`config.mk`:
```
export PLATFORM = sky130hd
export DESIGN_NAME = cache_fill_fsm_flat
export DESIGN_NICKNAME = d
export VERILOG_FILES = /design/src/rtl/cache_fill_fsm_if.sv /design/src/rtl/cache_fill_fsm.sv /design/src/flat_wrapper.sv
export SDC_FILE = /design/constraint.sdc
export NUM_CORES = 1
export LEC_CHECK = 0
export ABC_AREA = 1
export CAP_MARGIN = 0
export CORE_MARGIN = 2
export CORE_UTILIZATION = 29
export DETAILED_ROUTE_END_ITERATION = 16
export PLACE_DENSITY_LB_ADDON = 0.15
export SYNTH_ARGS = -nofsm -noshare
export SYNTH_HDL_FRONTEND = slang
export SYNTH_SLANG_ARGS = --single-unit
```
`constraint.sdc`:
```
create_clock -name clk -period 1.4 [get_ports clk]
set_input_delay 0.42 -clock clk [delete_from_list [all_inputs] [get_ports clk]]
set_output_delay 0.42 -clock clk [all_outputs]
set_load 0.01 [all_outputs]
```
`src/rtl/cache_fill_fsm_if.sv`:
```
// Bus bundle between a cache fill controller, its cache arrays and main memory.
// master: the fill controller; slave: cache lookup, memory and array side.
interface cache_fill_fsm_if;
    logic        miss_detected;
    logic [15:0] miss_address;
    logic        memory_busy;
    logic [15:0] memory_data;
    logic        memory_data_valid;
    logic        fsm_busy;
    logic        mem_enable;
    logic [15:0] memory_address;
    logic        write_data_array;
    logic [2:0]  word_index;
    logic [15:0] fill_data;
    logic        write_tag_array;

    modport master (
        input  miss_detected,
        input  miss_address,
        input  memory_busy,
        input  memory_data,
        input  memory_data_valid,
        output fsm_busy,
        output mem_enable,
        output memory_address,
        output write_data_array,
        output word_index,
        output fill_data,
        output write_tag_array
    );

    modport slave (
        output miss_detected,
        output miss_address,
        output memory_busy,
        output memory_data,
        output memory_data_valid,
        input  fsm_busy,
        input  mem_enable,
        input  memory_address,
        input  write_data_array,
        input  word_index,
        input  fill_data,
        input  write_tag_array
    );
endinterface

```
`src/rtl/cache_fill_fsm.sv`:
```
// Cache miss fill controller: eight pipelined word reads per 16-byte block.
// Define CACHE_FILL_CRITICAL_WORD_FIRST_EN to start each fill at the missed word.
module cache_fill_fsm #(
    parameter int MEM_LATENCY     = 4,
    parameter int WORDS_PER_BLOCK = 8
) (
    input  logic             clk,
    input  logic             rst,
    cache_fill_fsm_if.master bus
);
    typedef enum logic {IDLE, FILL} state_t;

    state_t      state;
    state_t      state_n;
    logic [15:4] base;
    logic [3:0]  req_cnt;
    logic [3:0]  rcv_cnt;
    logic [2:0]  start_off;
    logic [2:0]  miss_off;
    logic [2:0]  req_off;
    logic [2:0]  rcv_off;
    logic        accept;
    logic        unused_addr_bits;

    if (MEM_LATENCY < 1 || WORDS_PER_BLOCK != 8) begin : g_bad_cfg
        $error("cache_fill_fsm supports only 8-word blocks");
    end

`ifdef CACHE_FILL_CRITICAL_WORD_FIRST_EN
    assign miss_off = bus.miss_address[3:1];
`else
    assign miss_off = 3'd0;
`endif

    assign unused_addr_bits = ^bus.miss_address[3:0];

    // Offsets wrap inside the block, so 3-bit adds are exact.
    assign req_off = start_off + req_cnt[2:0];
    assign rcv_off = start_off + rcv_cnt[2:0];

    always_ff @(posedge clk) begin
        if (rst) begin
            state     <= IDLE;
            base      <= '0;
            req_cnt   <= '0;
            rcv_cnt   <= '0;
            start_off <= '0;
        end else begin
            state <= state_n;
            if (accept) begin
                base      <= bus.miss_address[15:4];
                start_off <= miss_off;
                req_cnt   <= '0;
                rcv_cnt   <= '0;
            end else begin
                if (bus.mem_enable) begin
                    req_cnt <= req_cnt + 4'd1;
                end
                if (bus.write_data_array) begin
                    rcv_cnt <= rcv_cnt + 4'd1;
                end
            end
        end
    end

    always_comb begin
        state_n              = state;
        accept               = 1'b0;
        bus.fsm_busy         = 1'b0;
        bus.mem_enable       = 1'b0;
        bus.memory_address   = 16'h0000;
        bus.write_data_array = 1'b0;
        bus.word_index       = 3'd0;
        bus.fill_data        = 16'h0000;
        bus.write_tag_array  = 1'b0;
        unique case (state)
            IDLE: begin
                if (bus.miss_detected && !bus.memory_busy) begin
                    accept  = 1'b1;
                    state_n = FILL;
                end
            end
            FILL: begin
                bus.fsm_busy       = 1'b1;
                bus.mem_enable     = ~req_cnt[3];
                bus.memory_address = {base, req_off, 1'b0};
                if (bus.memory_data_valid) begin
                    bus.write_data_array = 1'b1;
                    bus.word_index       = rcv_off;
                    bus.fill_data        = bus.memory_data;
                    // Completion is by return count, never by elapsed cycles.
                    if (rcv_cnt == 4'd7) begin
                        bus.write_tag_array = 1'b1;
                        state_n             = IDLE;
                    end
                end
            end
            default: state_n = IDLE;
        endcase
    end
endmodule

```
`src/flat_wrapper.sv`:
```
// flat-port wrapper written by rule: the top's interface ports become plain ports
module cache_fill_fsm_flat 
#(
    parameter int MEM_LATENCY     = 4,
    parameter int WORDS_PER_BLOCK = 8
)
  (clk, rst, bus_miss_detected, bus_miss_address, bus_memory_busy, bus_memory_data, bus_memory_data_valid, bus_fsm_busy, bus_mem_enable, bus_memory_address, bus_write_data_array, bus_word_index, bus_fill_data, bus_write_tag_array);
  cache_fill_fsm_if bus_i ();
  input  logic clk;
  input  logic rst;
  input wire logic [$bits(bus_i.miss_detected)-1:0] bus_miss_detected;
  input wire logic [$bits(bus_i.miss_address)-1:0] bus_miss_address;
  input wire logic [$bits(bus_i.memory_busy)-1:0] bus_memory_busy;
  input wire logic [$bits(bus_i.memory_data)-1:0] bus_memory_data;
  input wire logic [$bits(bus_i.memory_data_valid)-1:0] bus_memory_data_valid;
  output wire logic [$bits(bus_i.fsm_busy)-1:0] bus_fsm_busy;
  output wire logic [$bits(bus_i.mem_enable)-1:0] bus_mem_enable;
  output wire logic [$bits(bus_i.memory_address)-1:0] bus_memory_address;
  output wire logic [$bits(bus_i.write_data_array)-1:0] bus_write_data_array;
  output wire logic [$bits(bus_i.word_index)-1:0] bus_word_index;
  output wire logic [$bits(bus_i.fill_data)-1:0] bus_fill_data;
  output wire logic [$bits(bus_i.write_tag_array)-1:0] bus_write_tag_array;
  assign bus_i.miss_detected = bus_miss_detected;
  assign bus_i.miss_address = bus_miss_address;
  assign bus_i.memory_busy = bus_memory_busy;
  assign bus_i.memory_data = bus_memory_data;
  assign bus_i.memory_data_valid = bus_memory_data_valid;
  assign bus_fsm_busy = bus_i.fsm_busy;
  assign bus_mem_enable = bus_i.mem_enable;
  assign bus_memory_address = bus_i.memory_address;
  assign bus_write_data_array = bus_i.write_data_array;
  assign bus_word_index = bus_i.word_index;
  assign bus_fill_data = bus_i.fill_data;
  assign bus_write_tag_array = bus_i.write_tag_array;
  cache_fill_fsm #(.MEM_LATENCY(MEM_LATENCY), .WORDS_PER_BLOCK(WORDS_PER_BLOCK)) u_core (.clk(clk), .rst(rst), .bus(bus_i));
endmodule
```
==> impl_metrics.ini <==
[clock_network]
clkLatencyLatePin_ps = 260
cts_buffer_depth = 2
postCtsHoldBufs = 0
numClockSinks = 21
numCtsBuffers = 3
htreeDepth = 1
cts-root-buf = clkbuf_8
clkSlewWorstSetupHoldPaths_ps = 80
tritoncts = built

[sta]
finClkSkew_ps = 2.510
post-route-min-period_ps = 1620
whs_ps = 502.0
fmax_mhz = 617.4
final.setup.worst_slack_ps = -219.8
setup_viol = 38
rsz0062_at_grt = yes
drv_slew = 0
fin_crit_sh_pct = 115.7
fin_setup_tns_ps = -5411
final_hold_viol_count = 0

[placement]
dpl.hpwl_um = 2436
io_buffers = 70
postPlaceCellArea_sq_um = 2228
gp_congestion = 0.7319

[synth]
synth.cell_area_sq_um = 1272
synth.avg_cell_area_sq_um = 6.992
synth_top_area_share_pct = 33.04
synthTopCellsByCount = inv_1 (42), nand2_1 (31), nor2_1 (23), dfxtp_1 (21), nand3_1 (15)
synth_flop_cell = dfxtp_1
synth_async_sr_flop_share_pct = 0
ys_ff_latch = 21
syn_nets = 221
ys_seq_area_share_pct = 33.04
yosysTopAreaCell = dfxtp_1
yosys_warnings = 0
synthTopCellsByArea = dfxtp_1 (33%), inv_1 (12%), nand2_1 (9.1%)
synth_edf_count = 0
ys_types = 23
synthCells = 182
synth_most_common_cell = inv_1

[worst_setup_path]
max_stage_delay_ps = 350
path_buf_inv = 4
critPathTopFamily = buffers and inverters
critical_path_class = reg2out
crit_arrival_ps = 1200
end_kind = primary output
rr_startpoint = u_core.state
path_max_fanout = 3
startpoint = u_core.state
startpoint_type = register
critical_path_required_ps = 980
slowest_stage = dfxtp_4
cp_common_cell = buf_6
crit_path_cell_trace = buf_6 -> nand2_8 -> nor2_4 -> buf_4 -> buf_6 -> buf_6

[power]
clkPwrFrac_pct = 26.7
p_int_uw = 1074
p_sw_uw = 424.1
comb_power_share_pct = 30.5
power_uw = 1498
p_leak_uw = 0.001378
power_switching_share_pct = 28.31
ir_drop_mv = 0.4636
power_density_nw_per_um2 = 587.4
seqPwrFrac_pct = 42.8

[min_path]
hold_path.class = reg2reg
worstHoldStart = u_core.base[7]

[job]
cap_violations = 0

[status]
violations = setup timing
status = finished with violations

[final_layout]
fillers = 381
fin_nets = 321
fin_util_pct = 59.38
num_antenna_cells = 0
syn_to_final_growth_pct = 100.4
drive_gt1_share_pct = 54.80
fin_area_sq_um = 2550

[die]
num_rows = 24
die_w_um = 70.24
ioPinCount = 76
die_height_um = 70.24
coreArea_sq_um = 4294
dieArea_sq_um = 4934
start_util_pct = 29.63

[grt]
grt_pass1_vias = 1253
antenna_found_initial = 0
overflow = 0
grt_first_pass_wirelength_um = 5920
grt.total_usage_pct = 14.80
grt_max_degree = 14

[drt]
drcViolationCount = 0
postRouteAntennaNets = 0
vias = 1412
first_iter_violations = 55
avgViaCountPerCell = 4.240
wirelength_um = 3604
avgRoutedWirePerCell_um = 10.82
dr.pass1.iters = 4
repair_timing:
item	CTS	global route
pin swaps	11	6
setup endpoints to repair	38	39
gates resized for setup	187	58
setup buffers	4	2
gates cloned	3	0
worst min-delay path: stages (launching register included):
cell and delay [ps]:
dfxtp_1 340, nand2_1 70, a21oi_1 50
flip-flops by register name (all words and copies together) (netlist names):
register        flops
u_core.req_cnt      4
u_core.rcv_cnt      4
u_core.base        12
u_core.state        1
path summary, 6_finish.rpt:
| kind | to | cells after the start | slack, ps |
|---|---|---|---|
| setup / recovery | bus_word_index[2] | 6 | -220 |
| hold / removal | u_core.base[7] | 2 | 500 |
| setup reg to reg | u_core.base[14] | 8 | 40 |
| hold reg to reg | u_core.base[7] | 2 | 500 |
placed cells by master (no fill, tap or decap), drive strengths merged:
cell           instances
o21ai                  1
ha                     2
clkdlybuf4s50         31
dfxtp                 21
clkbuf                 3
a21oi                 16
clkdlybuf4s15          1
conb                   1
xor2                   1
buf                   72
nor2                  28
clkinv                 1
nand2                 43
nor3                   1
nand3                 16
inv                   43
cells by family after synthesis:
group / synth area share (%)
fa+ha+maj: 1.966
simple gates: 34.32
other cells: 0.2947
flops: 33.04
xor+xnor: 0.6884
buf+inv: 20.06
compound gates: 9.636
per-layer routing:
metal	vias up	wire [um]	global-route usage (%)
li1	733	-	-
met1	627	1652	21.34
met2	50	1681	22.64
met3	2	257	3.175
met4	0	12	3.205
met5	-	0	0
through the flow:
stage	instances	setup WS, ps
2_1_floorplan	182	24.82
3_3_place_gp	320	-819.3
3_5_place_dp	320	-827.6
4_1_cts	331	-223.1
5_1_grt	333	-280.1
6_report	333	-219.8
power by group through the flow:
stage | sequential [uW] | combinational, uW | clock [uW]
3_3_place_gp | 648 | 365 | 0
4_1_cts | 634 | 423 | 416
3_5_place_dp | 648 | 367 | 0
2_1_floorplan | 647 | 164 | 0
6_report | 641 | 457 | 401
5_1_grt | 644 | 493 | 440
final cells by class:
type                            count  area (sq um)  area share (%)
Inverter                           43         168.9           6.624
Sequential cell                    21         424.2           16.63
Clock buffer                        3         41.29           1.619
Multi-Input combinational cell    109         792.0           31.06
Clock inverter                      1         5.005          0.1963
Tap cell                           52         65.06           2.552
Timing Repair Buffer              104          1054           41.31
Note: power is estimated with default switching activity, not from simulation.
